==> src/rtl/router_pkg.sv <==
// Shared definitions for the 1x3 packet router: data width, header field layout
// and the FIFO entry format (header flag beside the data byte).
package router_pkg;
  localparam int DATA_W    = 8;
  localparam int DEPTH     = 16;
  localparam int ADDR_W    = 4;
  localparam int LEN_MSB   = 7;
  localparam int LEN_LSB   = 2;
  localparam int ADDR_MSB  = 1;
  localparam int ADDR_LSB  = 0;
  localparam int ENTRY_W   = DATA_W + 1;
  localparam int LEN_CNT_W = 7;

  typedef struct packed {
    logic              hdr;
    logic [DATA_W-1:0] data;
  } entry_t;

  // Bytes still to come after a header: payload length plus the parity byte.
  function automatic logic [LEN_CNT_W-1:0] hdr_len(input logic [DATA_W-1:0] hdr);
    return LEN_CNT_W'(hdr[LEN_MSB:LEN_LSB]) + 7'd1;
  endfunction
endpackage

==> src/rtl/router_fifo_if.sv <==
// Write/read bus of one router output FIFO. A write or read request is accepted
// on a rising clk edge only when its enable is high and full (resp. empty) is low.
interface router_fifo_if;
  import router_pkg::*;

  logic              write_enb;
  logic              lfd_state;
  logic [DATA_W-1:0] din;
  logic              read_enb;
  logic [DATA_W-1:0] dout;
  logic              full;
  logic              empty;
  logic              pkt_busy;
  logic              pkt_done;

  modport master (
    output write_enb, lfd_state, din, read_enb,
    input  dout, full, empty, pkt_busy, pkt_done
  );

  modport slave (
    input  write_enb, lfd_state, din, read_enb,
    output dout, full, empty, pkt_busy, pkt_done
  );
endinterface

==> src/rtl/router_fifo_ram.sv <==
// Entry storage: one write port, one registered read port (cleared by reset or
// flush) and an unregistered view of the entry at the read address.
module router_fifo_ram
  import router_pkg::*;
#(
  parameter int DEPTH  = router_pkg::DEPTH,
  parameter int ADDR_W = router_pkg::ADDR_W
) (
  input  logic              clk,
  input  logic              rst,
  input  logic              clr,
  input  logic              we,
  input  logic [ADDR_W-1:0] wr_addr,
  input  entry_t            wr_entry,
  input  logic              re,
  input  logic [ADDR_W-1:0] rd_addr,
  output entry_t            rd_peek,
  output logic [DATA_W-1:0] rd_data
);
  entry_t mem [DEPTH];

  always_ff @(posedge clk) begin
    if (we) mem[wr_addr] <= wr_entry;
  end

  assign rd_peek = mem[rd_addr];

  always_ff @(posedge clk or negedge rst) begin
    if (!rst)     rd_data <= '0;
    else if (clr) rd_data <= '0;
    else if (re)  rd_data <= mem[rd_addr].data;
  end
endmodule

==> src/rtl/router_fifo.sv <==
// Per-port output FIFO of the packet router: pointer/flag bookkeeping plus a
// read-side length counter that marks where each packet ends.
module router_fifo
  import router_pkg::*;
#(
  parameter int DEPTH  = router_pkg::DEPTH,
  parameter int ADDR_W = router_pkg::ADDR_W
) (
  input  logic             clk,
  input  logic             rst,
  input  logic             soft_rst,
  router_fifo_if.slave     bus
);
  logic [ADDR_W:0]    wr_ptr, rd_ptr;
  logic [LEN_CNT_W-1:0] len_cnt, len_nxt;
  logic               done_q, done_nxt;
  logic               full, empty;
  logic               wr_fire, rd_fire;
  entry_t             rd_peek;
  entry_t             wr_entry;

  assign empty = (wr_ptr == rd_ptr);
  assign full  = (wr_ptr[ADDR_W-1:0] == rd_ptr[ADDR_W-1:0]) &&
                 (wr_ptr[ADDR_W] != rd_ptr[ADDR_W]);

  // A flush wins over any access requested in the same cycle.
  assign wr_fire = bus.write_enb && !full  && !soft_rst;
  assign rd_fire = bus.read_enb  && !empty && !soft_rst;

  assign wr_entry = '{hdr: bus.lfd_state, data: bus.din};

  router_fifo_ram #(.DEPTH(DEPTH), .ADDR_W(ADDR_W)) u_ram (
    .clk      (clk),
    .rst      (rst),
    .clr      (soft_rst),
    .we       (wr_fire),
    .wr_addr  (wr_ptr[ADDR_W-1:0]),
    .wr_entry (wr_entry),
    .re       (rd_fire),
    .rd_addr  (rd_ptr[ADDR_W-1:0]),
    .rd_peek  (rd_peek),
    .rd_data  (bus.dout)
  );

  always_ff @(posedge clk or negedge rst) begin
    if (!rst) begin
      wr_ptr <= '0;
      rd_ptr <= '0;
    end else if (soft_rst) begin
      wr_ptr <= '0;
      rd_ptr <= '0;
    end else begin
      if (wr_fire) wr_ptr <= wr_ptr + 1'b1;
      if (rd_fire) rd_ptr <= rd_ptr + 1'b1;
    end
  end

  // A header always reloads the count, so a truncated packet ends silently.
  always_comb begin
    len_nxt  = len_cnt;
    done_nxt = 1'b0;
    if (rd_fire) begin
      if (rd_peek.hdr) begin
        len_nxt = hdr_len(rd_peek.data);
      end else if (len_cnt != '0) begin
        len_nxt  = len_cnt - 1'b1;
        done_nxt = (len_cnt == LEN_CNT_W'(1));
      end
    end
  end

  always_ff @(posedge clk or negedge rst) begin
    if (!rst) begin
      len_cnt <= '0;
      done_q  <= 1'b0;
    end else if (soft_rst) begin
      len_cnt <= '0;
      done_q  <= 1'b0;
    end else begin
      len_cnt <= len_nxt;
      done_q  <= done_nxt;
    end
  end

  assign bus.full     = full;
  assign bus.empty    = empty;
  assign bus.pkt_busy = (len_cnt != '0);
  assign bus.pkt_done = done_q;
endmodule

==> src/flat_wrapper.sv <==
// flat-port wrapper written by rule: the top's interface ports become plain ports
module router_fifo_flat import router_pkg::*;
#(
  parameter int DEPTH  = router_pkg::DEPTH,
  parameter int ADDR_W = router_pkg::ADDR_W
)
  (clk, rst, soft_rst, bus_write_enb, bus_lfd_state, bus_din, bus_read_enb, bus_dout, bus_full, bus_empty, bus_pkt_busy, bus_pkt_done);
  router_fifo_if bus_i ();
  input  logic clk;
  input  logic rst;
  input  logic soft_rst;
  input wire logic [$bits(bus_i.write_enb)-1:0] bus_write_enb;
  input wire logic [$bits(bus_i.lfd_state)-1:0] bus_lfd_state;
  input wire logic [$bits(bus_i.din)-1:0] bus_din;
  input wire logic [$bits(bus_i.read_enb)-1:0] bus_read_enb;
  output wire logic [$bits(bus_i.dout)-1:0] bus_dout;
  output wire logic [$bits(bus_i.full)-1:0] bus_full;
  output wire logic [$bits(bus_i.empty)-1:0] bus_empty;
  output wire logic [$bits(bus_i.pkt_busy)-1:0] bus_pkt_busy;
  output wire logic [$bits(bus_i.pkt_done)-1:0] bus_pkt_done;
  assign bus_i.write_enb = bus_write_enb;
  assign bus_i.lfd_state = bus_lfd_state;
  assign bus_i.din = bus_din;
  assign bus_i.read_enb = bus_read_enb;
  assign bus_dout = bus_i.dout;
  assign bus_full = bus_i.full;
  assign bus_empty = bus_i.empty;
  assign bus_pkt_busy = bus_i.pkt_busy;
  assign bus_pkt_done = bus_i.pkt_done;
  router_fifo #(.DEPTH(DEPTH), .ADDR_W(ADDR_W)) u_core (.clk(clk), .rst(rst), .soft_rst(soft_rst), .bus(bus_i));
endmodule
==> config.mk <==
export PLATFORM = sky130hd
export DESIGN_NAME = router_fifo_flat
export DESIGN_NICKNAME = d
export VERILOG_FILES = /design/src/rtl/router_pkg.sv /design/src/rtl/router_fifo_if.sv /design/src/rtl/router_fifo_ram.sv /design/src/rtl/router_fifo.sv /design/src/flat_wrapper.sv
export SDC_FILE = /design/constraint.sdc
export NUM_CORES = 1
export LEC_CHECK = 0
export CAP_MARGIN = 20
export CORE_ASPECT_RATIO = 0.9
export CORE_MARGIN = 2
export CORE_UTILIZATION = 58
export CTS_CLUSTER_DIAMETER = 200
export DETAILED_ROUTE_END_ITERATION = 6
export PLACE_DENSITY = 0.76
export REMOVE_ABC_BUFFERS = 1
export SLEW_MARGIN = 20
export SYNTH_ARGS = -nofsm -noshare
export SYNTH_HDL_FRONTEND = slang
export SYNTH_HIERARCHICAL = 1
export SYNTH_SLANG_ARGS = --single-unit
==> constraint.sdc <==
create_clock -name clk -period 8.6 [get_ports clk]
set_input_delay 1.72 -clock clk [delete_from_list [all_inputs] [get_ports clk]]
set_output_delay 1.72 -clock clk [all_outputs]
set_load 0.02 [all_outputs]
## Yosys cells after proc, flatten, opt, wreduce, memory -nomap -nowiden

Memory sizes are Yosys's and may differ from the RTL's.
Cells that the tools add are included.

| storage, ports and cells | value |
|---|---|
| output and inout bits | 12 |
| input port bits | 14 |
| bits in registers | 26 |
| word-level logic and storage cells | 43 |
| memories kept | 1 |
| memory bits (writable) | 144 |

| operators by class | value |
|---|---|
| add/subtract/negate cells | 4 |
| mux-type cells | 16 |
| reductions and logical operators | 13 |
| equality and inequality tests | 4 |

Memory list:

| name | depth | width | read ports | clocked after Yosys merged registers in | wr ports | RTL line | RTL |
|---|---|---|---|---|---|---|---|
| u_core.u_ram.mem | 16 | 9 | 1 | 0 | 1 | router_fifo_ram.sv:20 | `entry_t mem [DEPTH];` |

Operators by type and width:

| kind | count |
|---|---|
| two-way mux 7 bit | 4 |
| two-way mux 5 bit | 4 |
| two-way mux 8 bit | 2 |
| adder 5 x 1 -> 5 bit (second input constant) | 2 |
| adder 6 x 1 -> 7 bit (second input constant) | 1 |
| equality test 7 x 1 -> 1 bit (second input constant) | 1 |
| nonzero test 7 bit | 1 |
| subtractor 7 x 1 -> 7 bit (second input constant) | 1 |
| two-way mux 1 bit | 6 |
| equality test 5 bit | 1 |
| logical AND 1 bit | 5 |
| equality test 4 bit | 1 |
| nonzero test 2 bit | 2 |
| zero test 1 bit | 3 |
| nonzero test 3 bit | 1 |
| AND reduction 2 bit | 1 |
| inequality test 1 bit | 1 |

## Depth between registers and ports, before layout

| depth | value |
|---|---|
| depth after elaboration | 7 |
| depth in mapped cells | 13 |
| gate-level depth less buffers | 10 |

## Hierarchy

Netlist, hierarchy kept.

By module, submodules not included:

| module | instances | cells an instance | seq. area each (um^2) | area each (um^2) |
|---|---|---|---|---|
| router_fifo_ram | 1 | 321 | 4,524.3 | 6,064.6 |
| router_fifo | 1 | 134 | 450.4 | 1,198.6 |

## Worst setup path before layout

Ideal clock, no wire load.

| path | value |
|---|---|
| kind | input-to-reg |
| start | input port soft_rst |
| end | memory u_core/u_ram/mem[0][0] (netlist name) (enable) |
| data arrival time | 3.485 ns |
| stages on the path | 5 |
| setup time | 0.387 ns |
| required time | 8.213 ns |
| buffers on the path | 2 |
| slack | 4.728 ns |
| cells stage by stage | clkbuf_1 -> clkbuf_1 -> nor2_1 -> or3b_2 -> nor3_1 |

| on the way | value |
|---|---|
| word-level cells in the longest chain between the ends | 4 |

Ends and longest elaborated chain:

| item | RTL line | RTL |
|---|---|---|
| start, declared | flat_wrapper.sv:11 | `input logic soft_rst;` |
| zero test 1 bit | router_fifo.sv:27 | `assign wr_fire = bus.write_enb && !full && !soft_rst;` |
| logical AND 1 bit | router_fifo.sv:27 |  |
| named net u_core.wr_fire | router_fifo.sv:18 | `logic wr_fire, rd_fire;` |
| two-way mux 1 bit | router_fifo_ram.sv:23 | `if (we) mem[wr_addr] <= wr_entry;` |
| two-way mux 1 bit (not written as such) | router_fifo_ram.sv:23 |  |
| end, declared | router_fifo_ram.sv:20 |  |

The timed path passes the listed nets, and every way through them passes these cells.

## Final worst setup path

| path | value |
|---|---|
| start | register u_core.rd_ptr[0] |
| end | output port bus_full |

| on the way | value |
|---|---|
| word-level cells in the longest chain between the ends | 2 |

Ends and longest elaborated chain:

| item | RTL line | RTL |
|---|---|---|
| start, declared | router_fifo.sv:14 | `logic [ADDR_W:0] wr_ptr, rd_ptr;` |
| start signal, assigned | router_fifo.sv:54 | `if (rd_fire) rd_ptr <= rd_ptr + 1'b1;` |
| equality test 4 bit | router_fifo.sv:23 | `assign full = (wr_ptr[ADDR_W-1:0] == rd_ptr[ADDR_W-1:0]) &&` |
| logical AND 1 bit | router_fifo.sv:23 |  |
| end, declared | flat_wrapper.sv:17 | `output wire logic [$bits(bus_i.full)-1:0] bus_full;` |

No other way between the ends.

==> qor_table.md <==
| Step | Quantity | Reported |
|:---|:---|:---|
| critical path | Buffering stage count on the worst path with inverters included | 2 |
| critical path | Arrival time reported for the critical path endpoint | 2.51 ns |
| clocking | Buffer cell driving the clock tree root | clkbuf_16 |
| drt | First drt pass iteration count | 5 |
| clocking | Clk sinks | 170 |
| placement | Placed cell area | 7570 sq um |
| drt | Average wire per cell in the routed design | 21.9 microns |
| sta | Final setup slack of the worst path | 4.37 ns |
| drt | # DRC | 0 |
| floorplanning | Initial core utilization | 59.8% |
| worst hold path | Worst min-delay path category | register to register |
| critical path | Worst reg-to-reg setup slack | 5.15 ns |
| floorplanning | Total I/O pin count | 26 |
| floorplanning | Std-Cell Rows | 38 |
| floorplanning | Chip width | 122 microns |
| synthesis | Synthesized netlist cell count | 453 |
| sta | Total Negative Setup Slacks | 0 ns |
| sta | Final Cycle Share | 49.2% |
| critical path | CP max stage delay | 0.61 ns |
| synthesis | Synthesized area per cell | 16.0 sq um |
| power and ir drop | Worst-case vdd ir drop | 0.215 mV |
| final layout | Final Non-Filler Cells | 656 |
| outcome | Status | finished, final reports clean |
| drt | Vias after detailed routing | 4001 |
| drt | Starting DRT DRC Count | 466 |
| synthesis | Yosys warnings | 6 |
| sta | Final number of hold-violating endpoints | 0 |
| critical path | Critical register-to-register path endpoint | u_core/u_ram/mem[1][4] |
| power and ir drop | Power density relative to cell area | 247 nW/um^2 |
| final layout | Final nets | 502 |
| placement | Sum of net half-perimeters after detailed placement | 9070 microns |
| critical path | Crit-path leading delay family | buffers and inverters |
| grt | Maximum number of pins on one net before global-route repair | 45 |
| synthesis | Netlist area before placement | 7250 sq um |
| final layout | Share of post-route cells with drive strength above 1 | 14.1% |
| clocking | Post-cts hold buffer count | 0 |
| placement | Cell total after placement | 624 |
| final layout | Final Instance Area | 8160 sq um |
| clocking | Depth of the CTS H-tree | 4 |
| critical path | Critical Path Start Type | register |
| floorplanning | Vertical die dimension | 110 microns |
| final layout | Diodes inserted | 0 |
| floorplanning | Overall die area | 13400 sq um |
| floorplanning | Placeable core region | 12100 sq um |
| grt | GR Util All Layers | 23.2% |
| worst hold path | Worst Hold End | u_core/len_cnt[1] |
| sta | Final setup skew | 0.00831 ns |
| power and ir drop | Leakage power | 0.00270 uW |
| sta | Final setup violation count | 0 |
| critical path | Worst EP required | 6.88 ns |
| critical path | Maximum fanout count along the critical path | 44 |
| sta | Worst relative slew slack | 38.9% |
| sta | Max Fclk | 0.236 GHz |
| sta | Final slew viol count | 0 |
| drt | Final wirelength | 14400 microns |
| sta | Slew @ Worst Pin | 0.913 ns |
| final layout | P&R area growth vs syn | 12.5% |
| critical path | Number of cell instances on the worst register-to-register path | 7 |
| final layout | Fill cells | 849 |
| critical path | Slowest-stage cell, CP | clkdlybuf4s50_1 |
| sta | Unrepaired setup endpoints after global routing | no |
| drt | Antenna Violating Nets Remaining | 0 |
| critical path | Critical-path cell list | buf_4 > xnor2_1 > nand4_1 > nor2_1 > clkdlybuf4s50_1 |
| critical path | Reg2Reg Launch Point | u_core/rd_ptr[0] |
| placement | Count of input and output buffers | 25 |
| grt | Via count of the first global-routing pass | 3921 |
| clocking | Clock insertion delay at the later pin of the skew report | 0.43 ns |
| drt | Vias per cell | 6.10 |
| clocking | Clk slew on worst S/H paths | 0.06 ns |
| worst hold path | Worst hold path depth | 2 |
| placement | Pre-CTS WS | 3.98 ns |
| worst hold path | Start point of the worst min-delay path | u_core/len_cnt[1] |
| critical path | Critical path type | register to primary output |
| job | MaxCap Viol Count | 0 |
| grt | Initial antenna violation count | 0 |
| clocking | TritonCTS clock tree | yes |
| clocking | Number of setup buffers added after CTS | 0 |
| grt | Global-route wire length before repair | 22000 microns |
| grt | Total grt overflow | 0 |
| placement | Routability-driven placement congestion ratio | 0.802 |
| critical path | Critical path endpoint category | primary output |
| final layout | Fin util | 67.3% |
| clocking | CTS Buf Count | 17 |
| sta | Post-layout minimum cycle time | 4.23 ns |
| clocking | Number of resized instances in the post-cts repair step | 0 |
| clocking | Max clock buf depth | 2 |
## where the power goes
part,internal (uW),switching (uW)
registers,914,15.0
clock network,430,311
logic,145,198
## cell type report
class                      instances  area [sq um]  area share (%)
sequential                       170          4980            61.0
multi-input combinational        256          2070            25.4
clock buffer                      19           433            5.31
timing repair buffer              33           310            3.80
tap                              160           200            2.45
clock inverter                    13           144            1.76
inverter                           5          18.8           0.230
## sequential cells by signal, summed over array words and instances, names as in the netlist
signal,flops
u_core/rd_ptr,5
u_core/u_ram/mem,144
u_core/u_ram/rd_data,8
u_core/len_cnt,7
u_core/wr_ptr,5
u_core/bus.pkt_done,1
## metal layers
layer	GRT usage (%)	up-vias	part of all wire, %
li1	-	1807	-
met1	31.6	2035	43
met2	37.7	138	50
met3	4.53	21	5.6
met4	8.78	0	1.8
met5	0	-	0
## cell usage in the layout, fill, tap and decap left out, types with 3 or more instances in the layout
cell               n
or2_1              9
mux2i_1           41
nand3b_1           3
ha_1               5
nand2_1           13
nor2b_1            3
inv_1              5
dfrtp_1           24
a21oi_1           15
nand4_1            5
nand3_1            5
mux4_2            21
buf_4              8
nor3_1             5
o31a_1             7
nor2_1            56
clkbuf_16         17
edfxtp_1         144
o21ai_0            9
xor2_1             4
clkdlybuf4s50_1   25
nand2b_1           3
clkinvlp_4         4
and3_1             7
xnor2_1           13
inv_6              3
a222oi_1           7
## worst max path at each step
stage,slack [ns],from,end,depth (start not counted)
after global placement,4.07,bus_write_enb,u_core/u_ram/mem[0][3],5
after global routing,4.13,u_core/rd_ptr[0],bus_full,5
final,4.37,u_core/rd_ptr[0],bus_full,5
after detailed placement,3.98,bus_write_enb,u_core/u_ram/mem[0][5],5
after floorplan,4.58,u_core/rd_ptr[0],bus_empty,3
after CTS,4.30,u_core/rd_ptr[0],bus_empty,5
## metrics by stage
step | hold slack, ns | power [uW]
floorplan | 0.513 | 1180
global placement | 0.550 | 1280
detailed placement | 0.561 | 1290
CTS | 0.574 | 2020
global route | 0.600 | 2090
finish | 0.565 | 2010
## worst min-delay path, cell delays in order, from the launching register on
cell     delay, ns
dfrtp_1       0.36
mux2i_1       0.08
nor2_1        0.08
No activity file was read; power rests on OpenSTA's default activity.
